<file path="src/rtl/gc_cursor_if.sv">
// CPU, motion-source and register-file signals of the cursor controller.
// slave is the controller's view; master is the surrounding system's view.
interface gc_cursor_if;
  logic        cpu_req;
  logic        cpu_we;
  logic [11:0] cpu_addr;
  logic [31:0] cpu_wd;
  logic [31:0] cpu_rd;
  logic        cpu_ack;
  logic        mv_valid;
  logic [8:0]  mv_dx;
  logic [8:0]  mv_dy;
  logic        mv_ready;
  logic        rf_we;
  logic [11:0] rf_addr;
  logic [31:0] rf_wd;
  logic [31:0] rf_rd;

  modport slave (
    input  cpu_req, cpu_we, cpu_addr, cpu_wd, mv_valid, mv_dx, mv_dy, rf_rd,
    output cpu_rd, cpu_ack, mv_ready, rf_we, rf_addr, rf_wd
  );

  modport master (
    output cpu_req, cpu_we, cpu_addr, cpu_wd, mv_valid, mv_dx, mv_dy, rf_rd,
    input  cpu_rd, cpu_ack, mv_ready, rf_we, rf_addr, rf_wd
  );
endinterface

</file>
<file path="src/rtl/gc_cursor_ctrl.sv">
// Arbitrates the register-file port between CPU accesses and cursor motion packets.
// Define GC_CURSOR_WRAP_EN to wrap the cursor at the screen edges instead of clamping.
module gc_cursor_ctrl #(
  parameter int unsigned X_MAX  = 639,
  parameter int unsigned Y_MAX  = 479,
  parameter logic [11:0] ADDR_X = 12'h004,
  parameter logic [11:0] ADDR_Y = 12'h008
) (
  input  logic        clk,
  input  logic        rst_n,
  gc_cursor_if.slave  bus_io
);

  localparam int unsigned CW = 11;
  localparam logic signed [12:0] XMAX_S = 13'(X_MAX);
  localparam logic signed [12:0] YMAX_S = 13'(Y_MAX);

  typedef enum logic [2:0] {IDLE, CPU_ACC, CPU_DONE, MV_X, MV_Y} state_e;

  state_e       state_q, state_d;
  logic         prio_mv_q, prio_mv_d;
  logic [8:0]   dx_q, dx_d;
  logic [8:0]   dy_q, dy_d;
  logic [31:0]  cpu_rd_q, cpu_rd_d;
  logic         cpu_ack_q, cpu_ack_d;

  logic         cpu_win_c, mv_win_c, mv_ready_c;
  logic         rf_we_c;
  logic [11:0]  rf_addr_c;
  logic [31:0]  rf_wd_c;
  logic signed [11:0] cur_s, dx_s, dy_s, sum_s;

  // Range limiting of a 12-bit signed coordinate into [0, mx].
  function automatic logic [CW-1:0] lim(input logic signed [11:0] v,
                                        input logic signed [12:0] mx);
    logic signed [12:0] w;
    w = {v[11], v};
`ifdef GC_CURSOR_WRAP_EN
    if (w < 13'sd0)   w = w + mx + 13'sd1;
    else if (w > mx)  w = w - mx - 13'sd1;
`else
    if (w < 13'sd0)   w = 13'sd0;
    else if (w > mx)  w = mx;
`endif
    return w[CW-1:0];
  endfunction

  always_ff @(posedge clk or negedge rst_n) begin
    if (!rst_n) begin
      state_q   <= IDLE;
      prio_mv_q <= 1'b0;
      dx_q      <= '0;
      dy_q      <= '0;
      cpu_rd_q  <= '0;
      cpu_ack_q <= 1'b0;
    end else begin
      state_q   <= state_d;
      prio_mv_q <= prio_mv_d;
      dx_q      <= dx_d;
      dy_q      <= dy_d;
      cpu_rd_q  <= cpu_rd_d;
      cpu_ack_q <= cpu_ack_d;
    end
  end

  assign cpu_win_c = bus_io.cpu_req  && (!bus_io.mv_valid || !prio_mv_q);
  assign mv_win_c  = bus_io.mv_valid && (!bus_io.cpu_req  ||  prio_mv_q);

  // Current coordinate ignores the upper bits of the stored word.
  assign cur_s = $signed({1'b0, bus_io.rf_rd[CW-1:0]});
  assign dx_s  = $signed({{3{dx_q[8]}}, dx_q});
  assign dy_s  = $signed({{3{dy_q[8]}}, dy_q});
  assign sum_s = (state_q == MV_Y) ? (cur_s - dy_s) : (cur_s + dx_s);

  always_comb begin
    state_d    = state_q;
    prio_mv_d  = prio_mv_q;
    dx_d       = dx_q;
    dy_d       = dy_q;
    cpu_rd_d   = cpu_rd_q;
    cpu_ack_d  = 1'b0;
    mv_ready_c = 1'b0;
    rf_we_c    = 1'b0;
    rf_addr_c  = '0;
    rf_wd_c    = '0;
    case (state_q)
      IDLE: begin
        if (cpu_win_c) begin
          state_d   = CPU_ACC;
          prio_mv_d = 1'b1;
        end else if (mv_win_c) begin
          mv_ready_c = rst_n;
          dx_d       = bus_io.mv_dx;
          dy_d       = bus_io.mv_dy;
          state_d    = MV_X;
          prio_mv_d  = 1'b0;
        end
      end
      CPU_ACC: begin
        rf_addr_c = bus_io.cpu_addr;
        rf_we_c   = bus_io.cpu_we;
        rf_wd_c   = bus_io.cpu_wd;
        cpu_rd_d  = bus_io.rf_rd;
        cpu_ack_d = 1'b1;
        state_d   = CPU_DONE;
      end
      CPU_DONE: state_d = IDLE;
      // X and Y updates run back to back; IDLE is not revisited in between.
      MV_X: begin
        rf_addr_c = ADDR_X;
        rf_we_c   = 1'b1;
        rf_wd_c   = {21'b0, lim(sum_s, XMAX_S)};
        state_d   = MV_Y;
      end
      MV_Y: begin
        rf_addr_c = ADDR_Y;
        rf_we_c   = 1'b1;
        rf_wd_c   = {21'b0, lim(sum_s, YMAX_S)};
        state_d   = IDLE;
      end
      default: state_d = IDLE;
    endcase
  end

  assign bus_io.cpu_rd   = cpu_rd_q;
  assign bus_io.cpu_ack  = cpu_ack_q;
  assign bus_io.mv_ready = mv_ready_c;
  assign bus_io.rf_we    = rf_we_c;
  assign bus_io.rf_addr  = rf_addr_c;
  assign bus_io.rf_wd    = rf_wd_c;

endmodule

</file>
<file path="src/flat_wrapper.sv">
// flat-port wrapper written by rule: the top's interface ports become plain ports
module gc_cursor_ctrl_flat 
#(
  parameter int unsigned X_MAX  = 639,
  parameter int unsigned Y_MAX  = 479,
  parameter logic [11:0] ADDR_X = 12'h004,
  parameter logic [11:0] ADDR_Y = 12'h008
)
  (clk, rst_n, bus_io_cpu_req, bus_io_cpu_we, bus_io_cpu_addr, bus_io_cpu_wd, bus_io_mv_valid, bus_io_mv_dx, bus_io_mv_dy, bus_io_rf_rd, bus_io_cpu_rd, bus_io_cpu_ack, bus_io_mv_ready, bus_io_rf_we, bus_io_rf_addr, bus_io_rf_wd);
  gc_cursor_if bus_io_i ();
  input  logic clk;
  input  logic rst_n;
  input wire logic [$bits(bus_io_i.cpu_req)-1:0] bus_io_cpu_req;
  input wire logic [$bits(bus_io_i.cpu_we)-1:0] bus_io_cpu_we;
  input wire logic [$bits(bus_io_i.cpu_addr)-1:0] bus_io_cpu_addr;
  input wire logic [$bits(bus_io_i.cpu_wd)-1:0] bus_io_cpu_wd;
  input wire logic [$bits(bus_io_i.mv_valid)-1:0] bus_io_mv_valid;
  input wire logic [$bits(bus_io_i.mv_dx)-1:0] bus_io_mv_dx;
  input wire logic [$bits(bus_io_i.mv_dy)-1:0] bus_io_mv_dy;
  input wire logic [$bits(bus_io_i.rf_rd)-1:0] bus_io_rf_rd;
  output wire logic [$bits(bus_io_i.cpu_rd)-1:0] bus_io_cpu_rd;
  output wire logic [$bits(bus_io_i.cpu_ack)-1:0] bus_io_cpu_ack;
  output wire logic [$bits(bus_io_i.mv_ready)-1:0] bus_io_mv_ready;
  output wire logic [$bits(bus_io_i.rf_we)-1:0] bus_io_rf_we;
  output wire logic [$bits(bus_io_i.rf_addr)-1:0] bus_io_rf_addr;
  output wire logic [$bits(bus_io_i.rf_wd)-1:0] bus_io_rf_wd;
  assign bus_io_i.cpu_req = bus_io_cpu_req;
  assign bus_io_i.cpu_we = bus_io_cpu_we;
  assign bus_io_i.cpu_addr = bus_io_cpu_addr;
  assign bus_io_i.cpu_wd = bus_io_cpu_wd;
  assign bus_io_i.mv_valid = bus_io_mv_valid;
  assign bus_io_i.mv_dx = bus_io_mv_dx;
  assign bus_io_i.mv_dy = bus_io_mv_dy;
  assign bus_io_i.rf_rd = bus_io_rf_rd;
  assign bus_io_cpu_rd = bus_io_i.cpu_rd;
  assign bus_io_cpu_ack = bus_io_i.cpu_ack;
  assign bus_io_mv_ready = bus_io_i.mv_ready;
  assign bus_io_rf_we = bus_io_i.rf_we;
  assign bus_io_rf_addr = bus_io_i.rf_addr;
  assign bus_io_rf_wd = bus_io_i.rf_wd;
  gc_cursor_ctrl #(.X_MAX(X_MAX), .Y_MAX(Y_MAX), .ADDR_X(ADDR_X), .ADDR_Y(ADDR_Y)) u_core (.clk(clk), .rst_n(rst_n), .bus_io(bus_io_i));
endmodule
</file>
<file path="config.mk">
export PLATFORM = sky130hd
export DESIGN_NAME = gc_cursor_ctrl_flat
export DESIGN_NICKNAME = d
export VERILOG_FILES = /design/src/rtl/gc_cursor_if.sv /design/src/rtl/gc_cursor_ctrl.sv /design/src/flat_wrapper.sv
export SDC_FILE = /design/constraint.sdc
export NUM_CORES = 1
export LEC_CHECK = 0
export BUFFER_PORTS_ARGS = -buffer_cell sky130_fd_sc_hd__buf_2
export CAP_MARGIN = 20
export CORE_MARGIN = 8
export CORE_UTILIZATION = 30
export CTS_BUF_LIST = sky130_fd_sc_hd__clkbuf_4
export CTS_CLUSTER_SIZE = 14
export DETAILED_ROUTE_END_ITERATION = 8
export PLACE_DENSITY = 0.68
export SETUP_SLACK_MARGIN = 0.3
export SYNTH_ARGS = -nofsm -noshare
export SYNTH_HDL_FRONTEND = slang
export SYNTH_SLANG_ARGS = --single-unit
</file>
<file path="constraint.sdc">
create_clock -name clk -period 6.55 [get_ports clk]
set_clock_uncertainty 0.15 [all_clocks]
set_input_delay 1.31 -clock clk [delete_from_list [all_inputs] [get_ports clk]]
set_output_delay 1.31 -clock clk [all_outputs]
set_load 0.05 [all_outputs]
</file>
# Word level (Yosys, flattened, before mapping)
# Index checks and enable logic that the tools add are counted.
[totals]
out_inout_bits = 79
latch_bits = 0
n_memories = 0
elab_cells = 45
ff_bits = 55
ram_bits = 0
in_bits = 99
rom_bits = 0
[classes]
eq_ne = 4
shifts = 0
mux = 17
div_mod_pow = 0
n_reduce_logical = 12
n_mul = 0
n_addsub = 2
n_lt_le_gt_ge = 3
bitwise_logic = 1
[op_table]
columns = ["op", "count"]
rows = [
  ["$pmux W32 S3", 1],
  ["$mux W11", 4],
  ["$pmux W12 S3", 1],
  ["$add A12 B9 Y12", 1],
  ["$gt A12 B10 Y1 const B", 1],
  ["$gt A12 B11 Y1 const B", 1],
  ["$lt A12 B1 Y1 const B", 1],
  ["$mux W12", 1],
  ["$sub A12 B9 Y12", 1],
  ["$pmux W3 S3", 1],
  ["$mux W1", 6],
  ["$mux W3", 2],
  ["$eq A3 B1 Y1 const B", 1],
  ["$eq A3 B2 Y1 const B", 1],
  ["$eq A3 B3 Y1 const B", 1],
  ["$logic_not A1 Y1", 3],
  ["$logic_not A3 Y1", 1],
  ["$ne A3 B1 Y1 const B", 1],
  ["$reduce_and A3 Y1", 1],
  ["$logic_and A1 B1 Y1", 2],
  ["$logic_or A1 B1 Y1", 2],
  ["$pmux W1 S2", 1],
  ["$reduce_and A2 Y1", 1],
  ["$reduce_bool A2 Y1", 1],
  ["other kinds (2)", 2],
]

# Logic depth before layout (Yosys ltp)
[logic_depth]
word_depth = 6
ltp_mapped = 17

# Worst setup path after synthesis
# No wires, ideal clock.
[synth_timing]
kind = "register -> output"
startpoint = "reg u_core.state_q[0]"
endpoint = "out bus_io_rf_wd[7]"
path_stages_with_launch = 17
arrival_ps = 4334
slack_ps = 756
cell_sequence = "dfrtp_1 -> nor2b_1 -> nor2b_1 -> buf_4 -> clkbuf_1 -> clkbuf_1 -> o21ai_0 -> ha_1 -> fa_1 -> nor2b_1 -> o2111ai_1 -> a31oi_1 -> o22ai_2 -> xnor2_2 -> nor2_1 -> a31oi_1 -> o21ai_0"
[synth_between]
elab_chain_cells = 6
[synth_lines]
columns = ["element", "line", "source"]
rows = [
  ["from (decl)", "gc_cursor_ctrl.sv:20", "state_e state_q, state_d;"],
  ["from (signal assigned)", "gc_cursor_ctrl.sv:57", "state_q <= state_d;"],
  ["$eq A3 B3 Y1", "gc_cursor_ctrl.sv:73, gc_cursor_ctrl.sv:86", ""],
  ["$mux W12", "gc_cursor_ctrl.sv:73", "assign sum_s = (state_q == MV_Y) ? (cur_s - dy_s) : (cur_s + dx_s);"],
  ["$gt A12 B10 Y1 or $gt A12 B11 Y1 (tied branches)", "gc_cursor_ctrl.sv:43", "else if (w > mx) w = mx;"],
  ["$mux W11", "gc_cursor_ctrl.sv:43", ""],
  ["$mux W11", "gc_cursor_ctrl.sv:42", "if (w < 13'sd0) w = 13'sd0;"],
  ["$pmux W32 S3 *", "gc_cursor_ctrl.sv:86", "case (state_q)"],
  ["to (decl)", "flat_wrapper.sv:26", "output wire logic [$bits(bus_io_i.rf_wd)-1:0] bus_io_rf_wd;"],
]
# Every way passes the cells marked *; elsewhere a longest branch is shown, timed or not.

# Worst setup path after layout
[layout_timing]
startpoint = "reg u_core.state_q[2]"
endpoint = "out bus_io_rf_wd[2]"
# Same word-level chain as after synthesis.

==> results.md <==
- Run status: finished, final reports clean
- RSZ-0062 raised after global routing: false
- Reg2reg end: u_core.bus_io.cpu_rd[22]
- Req. time, crit path: 5090 ps
- Cell Chain, Critical Path: nor2b_1 -> nor2b_1 -> buf_4 -> o21ai_0 -> ha_1 -> fa_1 -> nor2b_1 -> o2111ai_1 -> a31oi_1 -> o22ai_2 -> xnor2_2 -> nor2_1 -> o32ai_4 -> o21a_1 -> buf_2
- Async S/R FF share, synth: 100%
- DP HPWL: 8.24 mm
- Antenna viol nets, final: 0
- FF+latch area: 1380 um^2
- Chip Width: 121 um
- Slowest stage delay, CP: 420 ps
- WL met1: 4.00 mm
- Area delta synth->final: 32.6%
- Worst-margin pin slew: 966 ps
- Fin. Hold Viols: 0
- Post-CTS resize count: 0
- Post-Syn Instances: 314
- # diodes: 0
- Period Utilization, post-route: 88.5%
- EDFF count, synth: 0
- CP Launch Type: flip-flop
- Commonest non-fill, non-tap cell in the layout: buf_2
- Clock latency on the worst-skew pair: 380 ps
- Port Buf Inserts: 177
- CTS Buffer Depth: 2
- Syn_nets: 426
- TritonCTS clock tree: done
- H-tree depth: 2
- GRT Total Usage: 12.8%
- TritonCTS Buffers: 5
- Hold Path Stages: 1
- WP data arrival: 4330 ps
- Syn Area/Cell: 10.6 um^2
- # hold bufs at CTS: 0
- Reg2Reg Depth: 4
- Maximum clock rate: 173 MHz
- Met2 WL: 4.88 mm
- Final Max Slew Viols: 0
- Post-route minimum period: 5790 ps
- Critical path peak fanout: 25
- Rel. slew slack: 35.4%
- Delay-heaviest family, CP: compound AO/OA/AOI/OAI gates
- Post-CTS setup buffer count: 0
- Slowest CP cell: o32ai_4
- Setup tns final: 0 ps
- Largest net degree at the start of global routing: 57
- DRT iter0 DRCs: 96
- Final setup violating endpoints: 0
- Commonest cells after routing, fill and taps aside: buf_2, dfrtp_1, mux2_2
- Endpoint class of the critical path: output pin
- Clk pin slew, worst setup/hold paths: 170 ps
- Multi-input combinational cell area: 1880 um^2
- DRT Pass-1 Iters: 4
- Cell Area, Synth: 3340 um^2
- Wire per inst: 15.9 um
- Hold crit path type: flip-flop to flip-flop
- Total number of vias: 2,976
- Cell variety after synth: 44
- RD Place Congestion: 0.748
- RR Startpoint: u_core.state_q[2]
- First-pass GRT wire length: 15.1 mm
- Main flop type after synthesis: dfrtp_1
- Drt via density: 4.74
- Core area: 10,800 um^2
- Worst path depth: 15
- Number of placed I/O pins: 178
- CTS sink cnt: 55
- Root buffer cell: clkbuf_4
- Uppermost layer routed: met4
- Vias in the first global route: 3,070
- Hold path endpoint: u_core.prio_mv_q
- Post-Route WL: 10.0 mm
- Sequential fraction of the synthesis area: 41.3%
- Initial Util: 30.8%
- DRC: 0
- Met3 WL: 1.02 mm
- Layout cells sized above 1: 51.4%
- DIE AREA: 14,700 um^2
- Initial antenna violation count: 0
- Fillers: 1,073
- Worst hold start: u_core.prio_mv_q
- Num rows: 38
- Max Cap Viol: 0
- R2R setup slack: 3730 ps
- CP dominant cell by count: nor2b_1
- Critical path class: flip-flop to output pin
- Die Y: 121 um
- Total Nets Final: 600
- Synth Register Bits: 55
- WP buf/inv: 2
- Grt total ovfl: 0
- Yosys warning count: 0
## stage by stage
stage / utilization [%] / std cells / setup slack, ps / hold slack (ps) / instance area, um^2
after global routing: 40.8 / 628 / 423 / 363 / 4420
after global placement: 40.4 / 621 / 1100 / 309 / 4380
after detailed placement: 40.4 / 621 / 1030 / 321 / 4380
after floorplan: - / 314 / 756 / 291 / 3340
after CTS: 40.8 / 628 / 706 / 344 / 4420
final: 40.8 / 628 / 756 / 348 / 4420
## sequential cells by signal (all words and copies together) (netlist names)
name	flops
u_core.state_q	3
u_core.prio_mv_q	1
u_core.dy_q	9
u_core.dx_q	9
u_core.bus_io.cpu_ack	1
u_core.bus_io.cpu_rd	32
## cell families after synthesis
family,share of synthesized area [%]
flops,41.3
xor+xnor,4.91
simple gates,16.6
mux,17.2
buf+inv,2.55
fa+ha+maj,5.10
compound gates,12.4
## synth_stat cells (8+ instances only)
cell       n  area (um^2)
nand2_1   14         52.6
o21ai_0    8         40.0
a21oi_1   15         75.1
xor2_1     8         70.1
mux2_2    51          574
clkbuf_1  11         41.3
dfrtp_1   55         1380
ha_1      12          150
nor2_1    18         67.6
and2_1    34          213
## worst register-to-register path: stages (launching register included)
cell	delay, ps
dfrtp_1	430
nor2b_1	370
nor2b_4	880
buf_4	470
mux2_2	390
## layer usage
metal,GRT usage (%),vias to the layer above
li1,-,1443
met1,14.2,1389
met2,23.1,135
met3,4.14,9
met4,2.93,0
met5,0,-
## cell type report
class	count	share of cell area, %
inverters	7	0.594
clock inverters	2	0.198
flip-flops and latches	55	31.1
clock buffers	5	0.849
multi-input cells	238	42.6
repair buffers	181	20.7
well taps	140	3.96
## worst max path at each step
stage                            from              end  slack (ps)
detailed placement    bus_io_rf_rd[0]  bus_io_rf_wd[2]        1030
global placement      bus_io_rf_rd[0]  bus_io_rf_wd[2]        1100
CTS                 u_core.state_q[2]  bus_io_rf_wd[2]         710
finish              u_core.state_q[2]  bus_io_rf_wd[2]         760
global route        u_core.state_q[2]  bus_io_rf_wd[3]         420
floorplan           u_core.state_q[0]  bus_io_rf_wd[7]         760
Power is not shown: default switching activity piles up to over one toggle a cycle in this logic, so the estimate is an artifact.
